===== src/rtl/custom_types_pkg.sv =====
// Shared types for the multi-core memory bus: core index, arbiter states and
// the round-robin pointer helper.
package custom_types_pkg;

    localparam int CACHE_W = 2;

    // Index of a core; with two cores a single bit names either one.
    typedef logic coherence_t;

    typedef enum logic [1:0] {
        ARB_IDLE = 2'b00,
        ARB_DGNT = 2'b01,
        ARB_IGNT = 2'b10
    } arb_state_t;

    // Pointer moves past the core just granted, wrapping modulo CACHE_W.
    function automatic coherence_t rr_next(coherence_t k);
        return k + 1'b1;
    endfunction

endpackage


===== src/rtl/rr_select.sv =====
// Combinational round-robin pick between the two cores: the core named by ptr
// wins if it is requesting, otherwise the other requesting core wins.
module rr_select
    import custom_types_pkg::*;
#(
    parameter int N = CACHE_W
) (
    input  logic [N-1:0] req,
    input  coherence_t   ptr,
    output logic [N-1:0] gnt,
    output coherence_t   idx,
    output logic         vld
);

    coherence_t other;

    always_comb begin
        gnt   = '0;
        idx   = '0;
        vld   = 1'b0;
        other = ~ptr;
        if (req[ptr]) begin
            gnt[ptr] = 1'b1;
            idx      = ptr;
            vld      = 1'b1;
        end else if (req[other]) begin
            gnt[other] = 1'b1;
            idx        = other;
            vld        = 1'b1;
        end
    end

endmodule


===== src/rtl/bus_arbiter.sv =====
// Memory bus arbiter for two cores: dcache requests beat icache requests,
// round-robin among cores, grant held until the memory controller reports done.
module bus_arbiter
    import custom_types_pkg::*;
#(
    parameter int CACHE_W = custom_types_pkg::CACHE_W
) (
    input  logic               CLK,
    input  logic               nRST,
    input  logic [CACHE_W-1:0] dreq,
    input  logic [CACHE_W-1:0] ireq,
    input  logic               txn_done,
    output logic [CACHE_W-1:0] dgnt,
    output logic [CACHE_W-1:0] igrnt,
    output coherence_t         arb,
    output logic               bus_busy
);

    arb_state_t         state_q, state_d;
    coherence_t         dptr_q, dptr_d;
    coherence_t         iptr_q, iptr_d;
    logic [CACHE_W-1:0] dgnt_q, dgnt_d;
    logic [CACHE_W-1:0] igrnt_q, igrnt_d;
    coherence_t         arb_q, arb_d;

    logic [CACHE_W-1:0] d_win, i_win;
    coherence_t         d_idx, i_idx;
    logic               d_vld, i_vld;

    rr_select #(.N(CACHE_W)) u_dsel (
        .req (dreq),
        .ptr (dptr_q),
        .gnt (d_win),
        .idx (d_idx),
        .vld (d_vld)
    );

    rr_select #(.N(CACHE_W)) u_isel (
        .req (ireq),
        .ptr (iptr_q),
        .gnt (i_win),
        .idx (i_idx),
        .vld (i_vld)
    );

    always_ff @(posedge CLK or negedge nRST) begin
        if (!nRST) begin
            state_q <= ARB_IDLE;
            dptr_q  <= '0;
            iptr_q  <= '0;
            dgnt_q  <= '0;
            igrnt_q <= '0;
            arb_q   <= '0;
        end else begin
            state_q <= state_d;
            dptr_q  <= dptr_d;
            iptr_q  <= iptr_d;
            dgnt_q  <= dgnt_d;
            igrnt_q <= igrnt_d;
            arb_q   <= arb_d;
        end
    end

    always_comb begin
        state_d = state_q;
        dptr_d  = dptr_q;
        iptr_d  = iptr_q;
        dgnt_d  = dgnt_q;
        igrnt_d = igrnt_q;
        arb_d   = arb_q;
        case (state_q)
            ARB_IDLE: begin
                // Grants only start from idle, which forces a gap cycle after
                // every done so a stale request cannot be re-granted.
                if (d_vld) begin
                    state_d = ARB_DGNT;
                    dgnt_d  = d_win;
                    arb_d   = d_idx;
                    dptr_d  = rr_next(d_idx);
                end else if (i_vld) begin
                    state_d = ARB_IGNT;
                    igrnt_d = i_win;
                    arb_d   = i_idx;
                    iptr_d  = rr_next(i_idx);
                end
            end
            ARB_DGNT, ARB_IGNT: begin
                if (txn_done) begin
                    state_d = ARB_IDLE;
                    dgnt_d  = '0;
                    igrnt_d = '0;
                    arb_d   = '0;
                end
            end
            default: begin
                state_d = ARB_IDLE;
                dgnt_d  = '0;
                igrnt_d = '0;
                arb_d   = '0;
            end
        endcase
    end

    assign dgnt     = dgnt_q;
    assign igrnt    = igrnt_q;
    assign arb      = arb_q;
    assign bus_busy = |(dgnt_q | igrnt_q);

endmodule


===== config.mk =====
export PLATFORM = sky130hd
export DESIGN_NAME = bus_arbiter
export DESIGN_NICKNAME = d
export VERILOG_FILES = /design/src/rtl/custom_types_pkg.sv /design/src/rtl/rr_select.sv /design/src/rtl/bus_arbiter.sv
export SDC_FILE = /design/constraint.sdc
export NUM_CORES = 1
export LEC_CHECK = 0
export BUFFER_PORTS_ARGS = -buffer_cell sky130_fd_sc_hd__buf_4
export CAP_MARGIN = 40
export CORE_AREA = 3 3 40 42
export CTS_CLUSTER_DIAMETER = 50
export DETAILED_ROUTE_END_ITERATION = 8
export DIE_AREA = 0 0 43 45
export PLACE_DENSITY = 0.65
export SLEW_MARGIN = 20
export SYNTH_ARGS = -nofsm -noshare
export SYNTH_HDL_FRONTEND = slang
export SYNTH_HIERARCHICAL = 1
export SYNTH_SLANG_ARGS = --single-unit

===== constraint.sdc =====
create_clock -name CLK -period 1.9 [get_ports CLK]
set_clock_uncertainty 0.05 [all_clocks]
set_input_delay 0.19 -clock CLK [delete_from_list [all_inputs] [get_ports CLK]]
set_output_delay 0.19 -clock CLK [all_outputs]
set_load 0.02 [all_outputs]

==> impl_metrics.csv <==
group,metric,value,unit
clock_tree,post_cts.repair.setup_buffers,0,
yosys,synth_cells,63,
setup_path,rr_startpoint,"state_q[1]",
timing,fmax,0.624,GHz
timing,rsz0062_at_grt,"no",
timing,period_share,0.843,
yosys,synth_area,563,sq um
timing,slew_violations,0,
grt,antenna_found_initial,0,
placement,hpwl,860,microns
finish,diodes,0,
setup_path,cp.required,1.66,ns
setup_path,criticalPathCategory,"reg -> out",
placement,gp_congestion,0.768,
floorplan,start_util,0.438,
worst_hold_path,hp-class,"in -> reg",
timing,finalHoldViolations,0,
setup_path,crit_buf_inv,1,
timing,slew_headroom,0.751,
finish,finish.instance_area,666,sq um
timing,fin_crit,1.60,ns
route,wl,1130,microns
route,drt_drc_violations_left,0,
pwr,power.density,1520,nW/um^2
yosys,syn-num-nets,71,
clock_tree,cts_made_buffers,3,
run_status,outcome,"complete, no violations",
clock_tree,clockBufferDepth,2,
route,dr_total_vias,460,
floorplan,fp.dieW,43,microns
timing,fin_setup_tns,0,ns
worst_hold_path,whs_endpoint,"state_q[1]",
yosys,ys_types,25,
pwr,ir_worst_vdd,0.000643,V
floorplan,die_h,45,microns
setup_path,r2r_slack,0.32,ns
setup_path,startpoint,"igrnt[0]",
yosys,yosysTopAreaCell,"dfrtp_1",
route,wl_per_cell,12.5,microns
route,dr.pass1.iters,4,
timing,tightest_slew,0.372,ns
yosys,yosysTopAreaCellShare,0.400,
setup_path,cp_max_fo,4,
setup_path,endpoint_kind,"output port",
yosys,synth-seq-area-share,0.400,
timing,holdWs,0.220,ns
worst_hold_path,min_path_cells,3,
placement,pre_cts_ws,0.286,ns
clock_tree,cts_root_buffer,"clkbuf_4",
pwr,p_leak,0.000332,uW
setup_path,crit_slowest_cell,"or4_1",
setup_path,r2r-end,"arb",
finish,fin_cells,90,
clock_tree,clock-sinks,9,
worst_hold_path,hp-start,"txn_done",
setup_path,crit_chain,"or4_1 -> buf_4",
yosys,yosys_warnings,6,
yosys,syn_area_per_cell,8.94,sq um
grt,gr-total-overflow,0,
finish,nets,84,
floorplan,rows,13,
floorplan,die_area,1940,sq um
timing,setup_violations,0,
timing,fin_ws,0.299,ns
placement,io_buffers,12,
floorplan,core,1280,sq um
placement,dp_cells,85,
grt,grt_pass1_wl,1880,microns
clock_tree,clkLatencyLatePin,0.26,ns
grt,grt_max_degree,13,
floorplan,ios,13,
setup_path,ff2ff_path_depth,5,
clock_tree,htreeDepth,1,
route,viasPerCell,5.11,
grt,grt_pass1_vias,444,
finish,drive_gt1_frac,0.240,
grt,grt_usage,0.139,
finish,fillers,120,
route,antenna_left,0,
setup_path,crit_family,"simple AND/OR/NAND/NOR gates",
setup_path,cp_data_arrival_time,1.36,ns
route,drt_iter0_markers,6,
placement,dpl_cell_area,629,sq um
yosys,synthTopCellsByArea,"dfrtp_1 40%, nand2_1 6.0%, a21boi_1 5.3%, inv_1 4.7%, buf_6 4.0%",
clock_tree,cts_tree,"done",
setup_path,critPathMaxStageDelay,0.53,ns
setup_path,start_kind,"flop",
finish,area_growth,18.2,%
clock_tree,path_clk_slew,0.06,ns
job,cap_viol_max_count,0,
yosys,ys_ff_latch,9,
flip-flops by register name (all words and copies together) (netlist names):
name,count
igrnt,2
dptr_q,1
dgnt,2
state_q,2
iptr_q,1
arb,1
synth_stat cells:
master / count
a21boi_1: 4
a21oi_1: 3
a221o_1: 1
a22o_1: 2
and3_1: 1
buf_2: 1
buf_4: 2
buf_6: 2
dfrtp_1: 9
ha_1: 1
inv_1: 7
mux2i_1: 1
nand2_1: 9
nand2b_1: 3
nand2b_4: 1
nand3_1: 2
nand3b_1: 1
nor2_2: 1
nor2b_2: 1
nor3_1: 1
o211ai_1: 2
o21ai_0: 2
o22ai_1: 3
or2_1: 2
or4_1: 1
stage by stage:
| step | util | total power [uW] |
|---|---|---|
| CTS | 0.518 | 1030 |
| finish | 0.518 | 1010 |
| global placement | 0.490 | 853 |
| floorplan | - | 714 |
| detailed placement | 0.490 | 873 |
| global route | 0.518 | 1100 |
cell type report:
| class | count | area (sq um) | share of cell area |
|---|---|---|---|
| Tap cell | 15 | 18.8 | 0.0282 |
| Sequential cell | 9 | 225 | 0.338 |
| Clock buffer | 4 | 26.3 | 0.0395 |
| Multi-Input combinational cell | 42 | 269 | 0.404 |
| Timing Repair Buffer | 13 | 100 | 0.150 |
| Inverter | 7 | 26.3 | 0.0395 |
cells in the final DEF, fill, tap and decap left out, types with 2 or more instances in the layout:
master,count
inv_1,7
a21oi_1,3
o22ai_1,3
o21ai_0,2
nand3_1,2
o211ai_1,2
clkbuf_4,3
a22o_1,2
dfrtp_1,9
nand2_1,9
a21boi_1,4
nand2b_1,3
buf_4,12
or2_1,2
tightest hold or removal path: stages:
cell	delay [ns]
buf_4	0.09
nand2b_1	0.14
a21oi_1	0.08
cells by family (layout without fill, tap and decap cells):
kind of cell,count (synthesis),after routing,share of synthesized area
buffers and inverters,12,24,0.122
AOI/OAI and AO/OA,17,17,0.207
muxes,1,1,0.0178
adders and majority gates,1,1,0.0222
DFF,9,9,0.400
and+or+nand+nor,23,23,0.231
worst max path at each step:
stage	end	depth (start not counted)	slack [ns]
CTS	bus_busy	2	0.27
finish	bus_busy	2	0.30
detailed placement	arb	5	0.29
global placement	arb	5	0.35
floorplan	arb	5	0.50
global route	arb	5	0.22
power breakdown:
group          internal (uW)  leakage, uW  switching, uW
combinational            224     0.000201            295
clock                   81.1    0.0000150           68.9
sequential               277     0.000117           64.2
total                    582     0.000332            428
metal layers:
| layer | routed length [microns] | vias to the layer above | global-route usage |
|---|---|---|---|
| met1 | 550 | 205 | 0.183 |
| met5 | 0 | - | 0 |
| li1 | - | 239 | - |
| met3 | 41 | 4 | 0.0359 |
| met2 | 499 | 12 | 0.192 |
| met4 | 34 | 0 | 0.108 |
timing repair:
action                                 CTS  global route
endpoints found under the hold margin    9             0
resized for setup                        0             0
hold buffers                             1             0
Power figures use the tool's default switching activity.
